===== src/rtl/rr_arbiter8.sv =====
// rr_arbiter8: round-robin arbiter sharing one resource among eight requesters.
// The winner is reported both as a one-hot grant and as a 3-bit binary index.
// A grant is held until done, until the owner drops its request, or until
// MAX_HOLD cycles have elapsed. After a forced release, timeout pulses for one cycle.
//
// Handshake: req[n] is a level request from requester n. While gnt[n] is high,
// requester n owns the resource. The owner ends its tenure by pulsing done or by
// dropping req[n]. done is only meaningful while busy is high.
module rr_arbiter8 #(
  parameter int MAX_HOLD = 16
) (
  input  logic       clk,
  input  logic       rst,
  input  logic [7:0] req,
  input  logic       done,
  output logic [7:0] gnt,
  output logic [2:0] gnt_id,
  output logic       busy,
  output logic       timeout
);

  typedef enum logic {
    ST_IDLE  = 1'b0,
    ST_GRANT = 1'b1
  } state_e;

  localparam logic [7:0] MAX_HOLD_C = 8'(MAX_HOLD);

  state_e     state_q, state_d;
  logic [2:0] ptr_q, ptr_d;
  logic [7:0] hcnt_q, hcnt_d;
  logic [7:0] gnt_q, gnt_d;
  logic [2:0] gnt_id_q, gnt_id_d;
  logic       busy_q, busy_d;
  logic       timeout_q, timeout_d;

  logic       win_found;
  logic [2:0] win_id;

  // Rotating-priority search: the first set request at ptr, ptr+1, ..., ptr+7 (mod 8).
  always_comb begin
    logic [2:0] idx;
    win_found = 1'b0;
    win_id    = 3'd0;
    idx       = 3'd0;
    for (int i = 0; i < 8; i++) begin
      idx = ptr_q + 3'(i);
      if (!win_found && req[idx]) begin
        win_found = 1'b1;
        win_id    = idx;
      end
    end
  end

  // Next-state and registered-output logic for the IDLE/GRANT controller.
  always_comb begin
    state_d   = state_q;
    ptr_d     = ptr_q;
    hcnt_d    = hcnt_q;
    gnt_d     = gnt_q;
    gnt_id_d  = gnt_id_q;
    busy_d    = busy_q;
    timeout_d = 1'b0;

    unique case (state_q)
      ST_IDLE: begin
        // done is deliberately not looked at here.
        if (win_found) begin
          state_d  = ST_GRANT;
          gnt_d    = 8'd1 << win_id;
          gnt_id_d = win_id;
          busy_d   = 1'b1;
          hcnt_d   = 8'd1;
        end
      end
      ST_GRANT: begin
        if (done || !req[gnt_id_q] || (hcnt_q == MAX_HOLD_C)) begin
          // A normal release (done or withdrawn request) masks the hold limit.
          timeout_d = !done && req[gnt_id_q];
          state_d   = ST_IDLE;
          gnt_d     = 8'd0;
          gnt_id_d  = 3'd0;
          busy_d    = 1'b0;
          hcnt_d    = 8'd0;
          // The just-served requester drops to the lowest priority.
          ptr_d     = gnt_id_q + 3'd1;
        end else begin
          // Cannot overflow: a release always happens at MAX_HOLD <= 255.
          hcnt_d = hcnt_q + 8'd1;
        end
      end
      default: begin
        state_d = ST_IDLE;
      end
    endcase
  end

  // State and output registers with synchronous reset.
  always_ff @(posedge clk) begin
    if (rst) begin
      state_q   <= ST_IDLE;
      ptr_q     <= 3'd0;
      hcnt_q    <= 8'd0;
      gnt_q     <= 8'd0;
      gnt_id_q  <= 3'd0;
      busy_q    <= 1'b0;
      timeout_q <= 1'b0;
    end else begin
      state_q   <= state_d;
      ptr_q     <= ptr_d;
      hcnt_q    <= hcnt_d;
      gnt_q     <= gnt_d;
      gnt_id_q  <= gnt_id_d;
      busy_q    <= busy_d;
      timeout_q <= timeout_d;
    end
  end

  assign gnt     = gnt_q;
  assign gnt_id  = gnt_id_q;
  assign busy    = busy_q;
  assign timeout = timeout_q;

endmodule


===== config.mk =====
export PLATFORM = sky130hd
export DESIGN_NAME = rr_arbiter8
export DESIGN_NICKNAME = d
export VERILOG_FILES = /design/src/rtl/rr_arbiter8.sv
export SDC_FILE = /design/constraint.sdc
export NUM_CORES = 1
export LEC_CHECK = 0
export BUFFER_PORTS_ARGS = -buffer_cell sky130_fd_sc_hd__buf_2
export CORE_ASPECT_RATIO = 0.5
export CORE_MARGIN = 10
export CORE_UTILIZATION = 59
export DETAILED_ROUTE_END_ITERATION = 10
export PLACE_DENSITY = 0.83
export SETUP_SLACK_MARGIN = 0.4
export SYNTH_ARGS = -nofsm -noshare
export SYNTH_HDL_FRONTEND = slang
export SYNTH_SLANG_ARGS = --single-unit

===== constraint.sdc =====
create_clock -name clk -period 4 [get_ports clk]
set_input_delay 0.2 -clock clk [delete_from_list [all_inputs] [get_ports clk]]
set_output_delay 0.2 -clock clk [all_outputs]
set_load 0.02 [all_outputs]

# Word level (Yosys, flattened, before mapping)
# Cells that the tools add are included.
[classes]
n_reduce_logical = 22
mux = 49
shift = 1
order_cmp = 9
n_addsub = 9
n_eq_ne = 3
n_bitwise = 2
[ops]
columns = ["cell", "n"]
rows = [
  ["$lt A3 B4 Y1 const B", 9],
  ["$mux W8", 4],
  ["$pmux W8 S2", 2],
  ["$mux W3", 10],
  ["$bmux W1 S3", 9],
  ["$mux W1", 21],
  ["$add A3 B3 Y3 const B", 4],
  ["$logic_not A1 Y1", 9],
  ["$add A8 B1 Y8 const B", 1],
  ["$eq A8 B5 Y1 const B", 1],
  ["$logic_and A1 B1 Y1", 8],
  ["$shl A1 B3 Y8 const A", 1],
  ["$add A3 B1 Y3 const B", 2],
  ["$add A3 B2 Y3 const B", 2],
  ["$pmux W3 S2", 1],
  ["$pmux W1 S2", 2],
  ["$reduce_and A2 Y1", 2],
  ["$reduce_or A3 Y1", 1],
  ["$logic_or A1 B1 Y1", 2],
  ["$ne A2 B1 Y1 const B", 1],
  ["$ne A2 B2 Y1 const B", 1],
  ["$not A1 Y1", 2],
]
[word_totals]
output_inout_bits = 13
input_bits = 11
wordCells = 102
ff_bits = 25

# Logic depth before layout (Yosys ltp)
[logic_depth]
ltp_word = 27
ltp_mapped = 12
mapped_depth_nobuf = 9

# Worst setup path before layout
# OpenSTA, ideal clock, no wires.
[synth_path]
path_kind = "flip-flop to flip-flop"
startpoint = "register ptr_q[1]"
endpoint = "register gnt_id_q[1] (netlist: gnt_id[1])"
slack_ps = 983
required_ps = 3930
path_stages_with_launch = 11
arrival_time_ps = 2946
setup_time_ps = 70
path_buffers = 1
synth_period_minus_slack_ps = 3017
path_cell_list = "dfxtp_1 > buf_2 > inv_2 > ha_1 > xor2_1 > mux4_2 > and2_1 > and3_4 > a41o_4 > or4b_1 > a21oi_1"
[synth_via]
elab_chain_cells = 26
word_cells_on_any_way = 57
classes_between = "7 x add/sub; 1 x eq/ne; 34 x mux; 15 x reduce/logical"
[synth_lines]
columns = ["element", "line", "source"]
rows = [
  ["from (decl)", "30", "logic [2:0] ptr_q, ptr_d;"],
  ["from (signal assigned)", "110", "ptr_q <= ptr_d;"],
  ["branches (longest 26 deep; another with $add A3 B1 Y3)", "n/a", ""],
  ["to (signal assigned)", "113", "gnt_id_q <= gnt_id_d;"],
  ["to (decl)", "33", "logic [2:0] gnt_id_q, gnt_id_d;"],
]
# Parallel ways; which one is timed is not known. The select of a mux whose other input is x is not followed.
# A chain may end at the register's enable or synchronous reset.

# Worst setup path in the final report
[layout_path]
startpoint = "register ptr_q[1]"
endpoint = "register gnt_q[3] (netlist: gnt[3])"
[layout_via]
elab_chain_cells = 27
word_cells_on_any_way = 58
classes_between = "7 x add/sub; 1 x eq/ne; 1 x shift; 34 x mux; 15 x reduce/logical"
[layout_lines]
columns = ["element", "line", "source"]
rows = [
  ["branches (longest 27 deep; another with $add A3 B1 Y3)", "n/a", ""],
  ["to (signal assigned)", "112", "gnt_q <= gnt_d;"],
  ["to (decl)", "32", "logic [7:0] gnt_q, gnt_d;"],
]
# Parallel ways; which one is timed is not known. The select of a mux whose other input is x is not followed.

==> impl_metrics.env <==
export IMPL_finalWirelength_microns=5050
export IMPL_start_kind="flip-flop"
export IMPL_io_pin_count=24
export IMPL_hold_vio_cnt_final=0
export IMPL_nNetsFinal=258
export IMPL_cp_required_ps=4210
export IMPL_grt_max_degree=21
export IMPL_top_layer_used="met3"
export IMPL_highest_ir_drop_seen_on_vdd_v=0.000157
export IMPL_power_per_cell_area_mw_per_mm2=441
export IMPL_sequentialPowerShare_pct=30.2
export IMPL_post_route_cells_drive_above_1_share_pct=24.1
export IMPL_final_fill_count=300
export IMPL_core_rowCount=15
export IMPL_netlist_instances=222
export IMPL_die_height_microns=62.4
export IMPL_cts_resized_gates=0
export IMPL_detail_route_wl_per_cell_microns=17.3
export IMPL_fraction_of_synthesis_flops_using_an_asynchronous_set_or_reset_pin_pct=0
export IMPL_reg2reg_to="gnt[3]"
export IMPL_met1_length_microns=2450
export IMPL_routed_vias=1842
export IMPL_h_tree_depth=1
export IMPL_arrival_ps=3420
export IMPL_gp_congestion=0.903
export IMPL_ant_nets=0
export IMPL_initial_utilization_pct=61.7
export IMPL_p_leak_nw=0.925
export IMPL_track_usage_pct=14.9
export IMPL_chipWidth_microns=105
export IMPL_internal_power_mw=0.594
export IMPL_switching_share_pct=41.4
export IMPL_clock_root_buffer="sky130_fd_sc_hd__clkbuf_8"
export IMPL_ys_types=58
export IMPL_worst_pin_slew_ps=602
export IMPL_power_share_clock_pct=14.3
export IMPL_setup_tns_ps=0
export IMPL_worstSetupPathType="reg -> reg"
export IMPL_reg2reg_slack_ps=790
export IMPL_antenna_found_initial=0
export IMPL_max_clock_buf_depth=2
export IMPL_drt_pre_antenna_iters=4
export IMPL_worst_setup_path_endpoint="gnt[3]"
export IMPL_yosys_warnings=0
export IMPL_sequential_cell_area_sq_um=500
export IMPL_drc=0
export IMPL_r2r_worst_path_cells=10
export IMPL_synth_seq_cells=25
export IMPL_setup_fix_bufs_post_cts=0
export IMPL_avgSynthCellArea_sq_um=9.54
export IMPL_clk_pin_slew_ps=90
export IMPL_worst_hold_path_type="in -> reg"
export IMPL_crit_path_end_kind="flip-flop"
export IMPL_ctsHoldBuffers=0
export IMPL_min_from="done"
export IMPL_net_switching_power_mw=0.420
export IMPL_first_global_vias=1768
export IMPL_synth_seq_area_share_pct=23.6
export IMPL_post_route_period_util_pct=80.1
export IMPL_max_capacitance_violation_count=0
export IMPL_setup_viol_count_final=0
export IMPL_place_port_buffers=23
export IMPL_cp_max_fo=11
export IMPL_crit_start="ptr_q[1]"
export IMPL_synthesis_area_sq_mm=0.00212
export IMPL_die_area_sq_mm=0.00653
export IMPL_grt_overflow=0
export IMPL_report_final_slew_viol_count=0
export IMPL_tritoncts_num_buffers=3
export IMPL_holdWs_ps=113
export IMPL_worst_r2r_startpoint="ptr_q[1]"
export IMPL_cts_tree="built"
export IMPL_remaining_max_slew_budget_at_the_tightest_pin_pct=59.8
export IMPL_finalCriticalPeriod_ps=3210
export IMPL_synth_fp_nets=238
export IMPL_met3RoutedLength_microns=235
export IMPL_first_pass_grt_wire_length_microns=8590
export IMPL_placeableCoreArea_sq_mm=0.00343
export IMPL_grt_setup_unrepaired="no"
export IMPL_hpwlAfterDp_microns=3900
export IMPL_number_of_vias_per_cell_after_detailed_routing=6.31
export IMPL_count_of_clock_tree_sinks=25
export IMPL_worst_skew_pair_late_latency_ps=260
export IMPL_fmax_ghz=0.312
export IMPL_initialDrtViolationCount=61
export IMPL_multi_input_comb_area_sq_mm=0.00152
export IMPL_final_setup_skew_ps=5.17
export IMPL_syn_to_final_growth_pct=8.51
export IMPL_wl_met2_microns=2360
export IMPL_number_of_synthesized_flops_with_an_enable_pin=0
export IMPL_antenna_diode_count=0
export IMPL_share_comb_of_total_power_pct=55.5
export IMPL_synthFlopType="sky130_fd_sc_hd__dfxtp_1"
export IMPL_run_status="completed"
[kinds of logic (layout without fill, tap and decap cells)]
family          count (synthesis)  after routing  synth area share [%]
simple gates                   76             76                  20.7
compound gates                 57             57                  19.1
mux                            38             38                  27.9
flops                          25             25                  23.6
buf+inv                        18             37                  4.43
fa+ha+maj                       5              5                  2.95
xor+xnor                        3              3                  1.24
[power groups by stage]
stage / registers [mW] / clock network [mW] / logic (mW)
2_1_floorplan: 0.326 / 0 / 0.427
3_3_place_gp: 0.311 / 0 / 0.547
3_5_place_dp: 0.311 / 0 / 0.559
4_1_cts: 0.305 / 0.149 / 0.561
5_1_grt: 0.310 / 0.160 / 0.619
6_report: 0.306 / 0.145 / 0.562
[cell usage after synthesis (3+ instances only)]
| library cell | count | share of area [%] |
|---|---|---|
| sky130_fd_sc_hd__dfxtp_1 | 25 | 24 |
| sky130_fd_sc_hd__mux2i_1 | 18 | 8.5 |
| sky130_fd_sc_hd__a21oi_1 | 17 | 4.0 |
| sky130_fd_sc_hd__mux4_2 | 12 | 13 |
| sky130_fd_sc_hd__nand2_1 | 12 | 2.1 |
| sky130_fd_sc_hd__nor2_1 | 12 | 2.1 |
| sky130_fd_sc_hd__o21ai_0 | 11 | 2.6 |
| sky130_fd_sc_hd__and3_1 | 10 | 3.0 |
| sky130_fd_sc_hd__a32o_1 | 8 | 3.8 |
| sky130_fd_sc_hd__nand3_1 | 8 | 1.9 |
| sky130_fd_sc_hd__inv_1 | 6 | 1.1 |
| sky130_fd_sc_hd__ha_1 | 5 | 3.0 |
| sky130_fd_sc_hd__nor2b_1 | 5 | 1.5 |
| sky130_fd_sc_hd__nor3_1 | 5 | 1.2 |
| sky130_fd_sc_hd__clkbuf_1 | 4 | 0.71 |
| sky130_fd_sc_hd__nand3b_1 | 4 | 1.4 |
| sky130_fd_sc_hd__buf_2 | 3 | 0.71 |
| sky130_fd_sc_hd__mux2_2 | 3 | 1.6 |
| sky130_fd_sc_hd__mux4_1 | 3 | 3.7 |
| sky130_fd_sc_hd__nand2b_1 | 3 | 0.89 |
[flip-flops by register name, indices dropped and copies added (netlist names)]
signal,cells
state_q,1
hcnt_q,8
busy,1
timeout,1
gnt_id,3
ptr_q,3
gnt,8
[area by class of cell]
| type | instances | area share (%) |
|---|---|---|
| Inverter | 7 | 1.14 |
| Multi-Input combinational cell | 179 | 66.3 |
| Timing Repair Buffer | 26 | 5.99 |
| Clock inverter | 1 | 0.218 |
| Sequential cell | 25 | 21.8 |
| Tap cell | 51 | 2.78 |
| Clock buffer | 3 | 1.80 |
[layout by cell type (no fill, tap or decap), types with 3 or more instances in the layout]
cell                        n
sky130_fd_sc_hd__a21oi_1   17
sky130_fd_sc_hd__a32o_1     8
sky130_fd_sc_hd__and3_1    10
sky130_fd_sc_hd__buf_2     23
sky130_fd_sc_hd__buf_4      3
sky130_fd_sc_hd__clkbuf_8   3
sky130_fd_sc_hd__dfxtp_1   25
sky130_fd_sc_hd__ha_1       5
sky130_fd_sc_hd__inv_1      6
sky130_fd_sc_hd__mux2_2     3
sky130_fd_sc_hd__mux2i_1   18
sky130_fd_sc_hd__mux4_1     3
sky130_fd_sc_hd__mux4_2    12
sky130_fd_sc_hd__nand2_1   12
sky130_fd_sc_hd__nand2b_1   3
sky130_fd_sc_hd__nand3_1    8
sky130_fd_sc_hd__nand3b_1   4
sky130_fd_sc_hd__nor2_1    12
sky130_fd_sc_hd__nor2b_1    5
sky130_fd_sc_hd__nor3_1     5
sky130_fd_sc_hd__o21ai_0   11
[worst max-delay path, stage by stage, from the launching register on]
cell	delay, ps
sky130_fd_sc_hd__dfxtp_1	360
sky130_fd_sc_hd__inv_2	110
sky130_fd_sc_hd__ha_1	520
sky130_fd_sc_hd__buf_4	270
sky130_fd_sc_hd__mux2i_1	120
sky130_fd_sc_hd__mux4_2	520
sky130_fd_sc_hd__and2_1	180
sky130_fd_sc_hd__and3_4	160
sky130_fd_sc_hd__a41o_4	240
sky130_fd_sc_hd__nor3_1	440
sky130_fd_sc_hd__a32o_1	240
[layer usage]
metal / vias up / global-route usage (%)
li1: 908 / -
met1: 888 / 20.8
met2: 46 / 23.3
met3: 0 / 3.50
met4: 0 / 1.87
met5: - / 0
[worst min path at each step]
stage | endpoint | cells after the start
finish | timeout | 2
global route | timeout | 2
CTS | timeout | 2
detailed placement | timeout | 2
global placement | timeout | 2
floorplan | timeout | 1
[stage by stage]
step | util, % | worst slack, ps | std cells | power (mW) | area, sq um
final | 66.9 | 794 | 292 | 1.01 | 2300
after global routing | 66.9 | 512 | 292 | 1.09 | 2300
after CTS | 66.9 | 776 | 292 | 1.02 | 2300
after detailed placement | 65.6 | 815 | 288 | 0.870 | 2250
after global placement | 65.6 | 917 | 288 | 0.858 | 2250
after floorplan | - | 983 | 222 | 0.753 | 2120
Note: power is estimated with default switching activity, not from simulation.
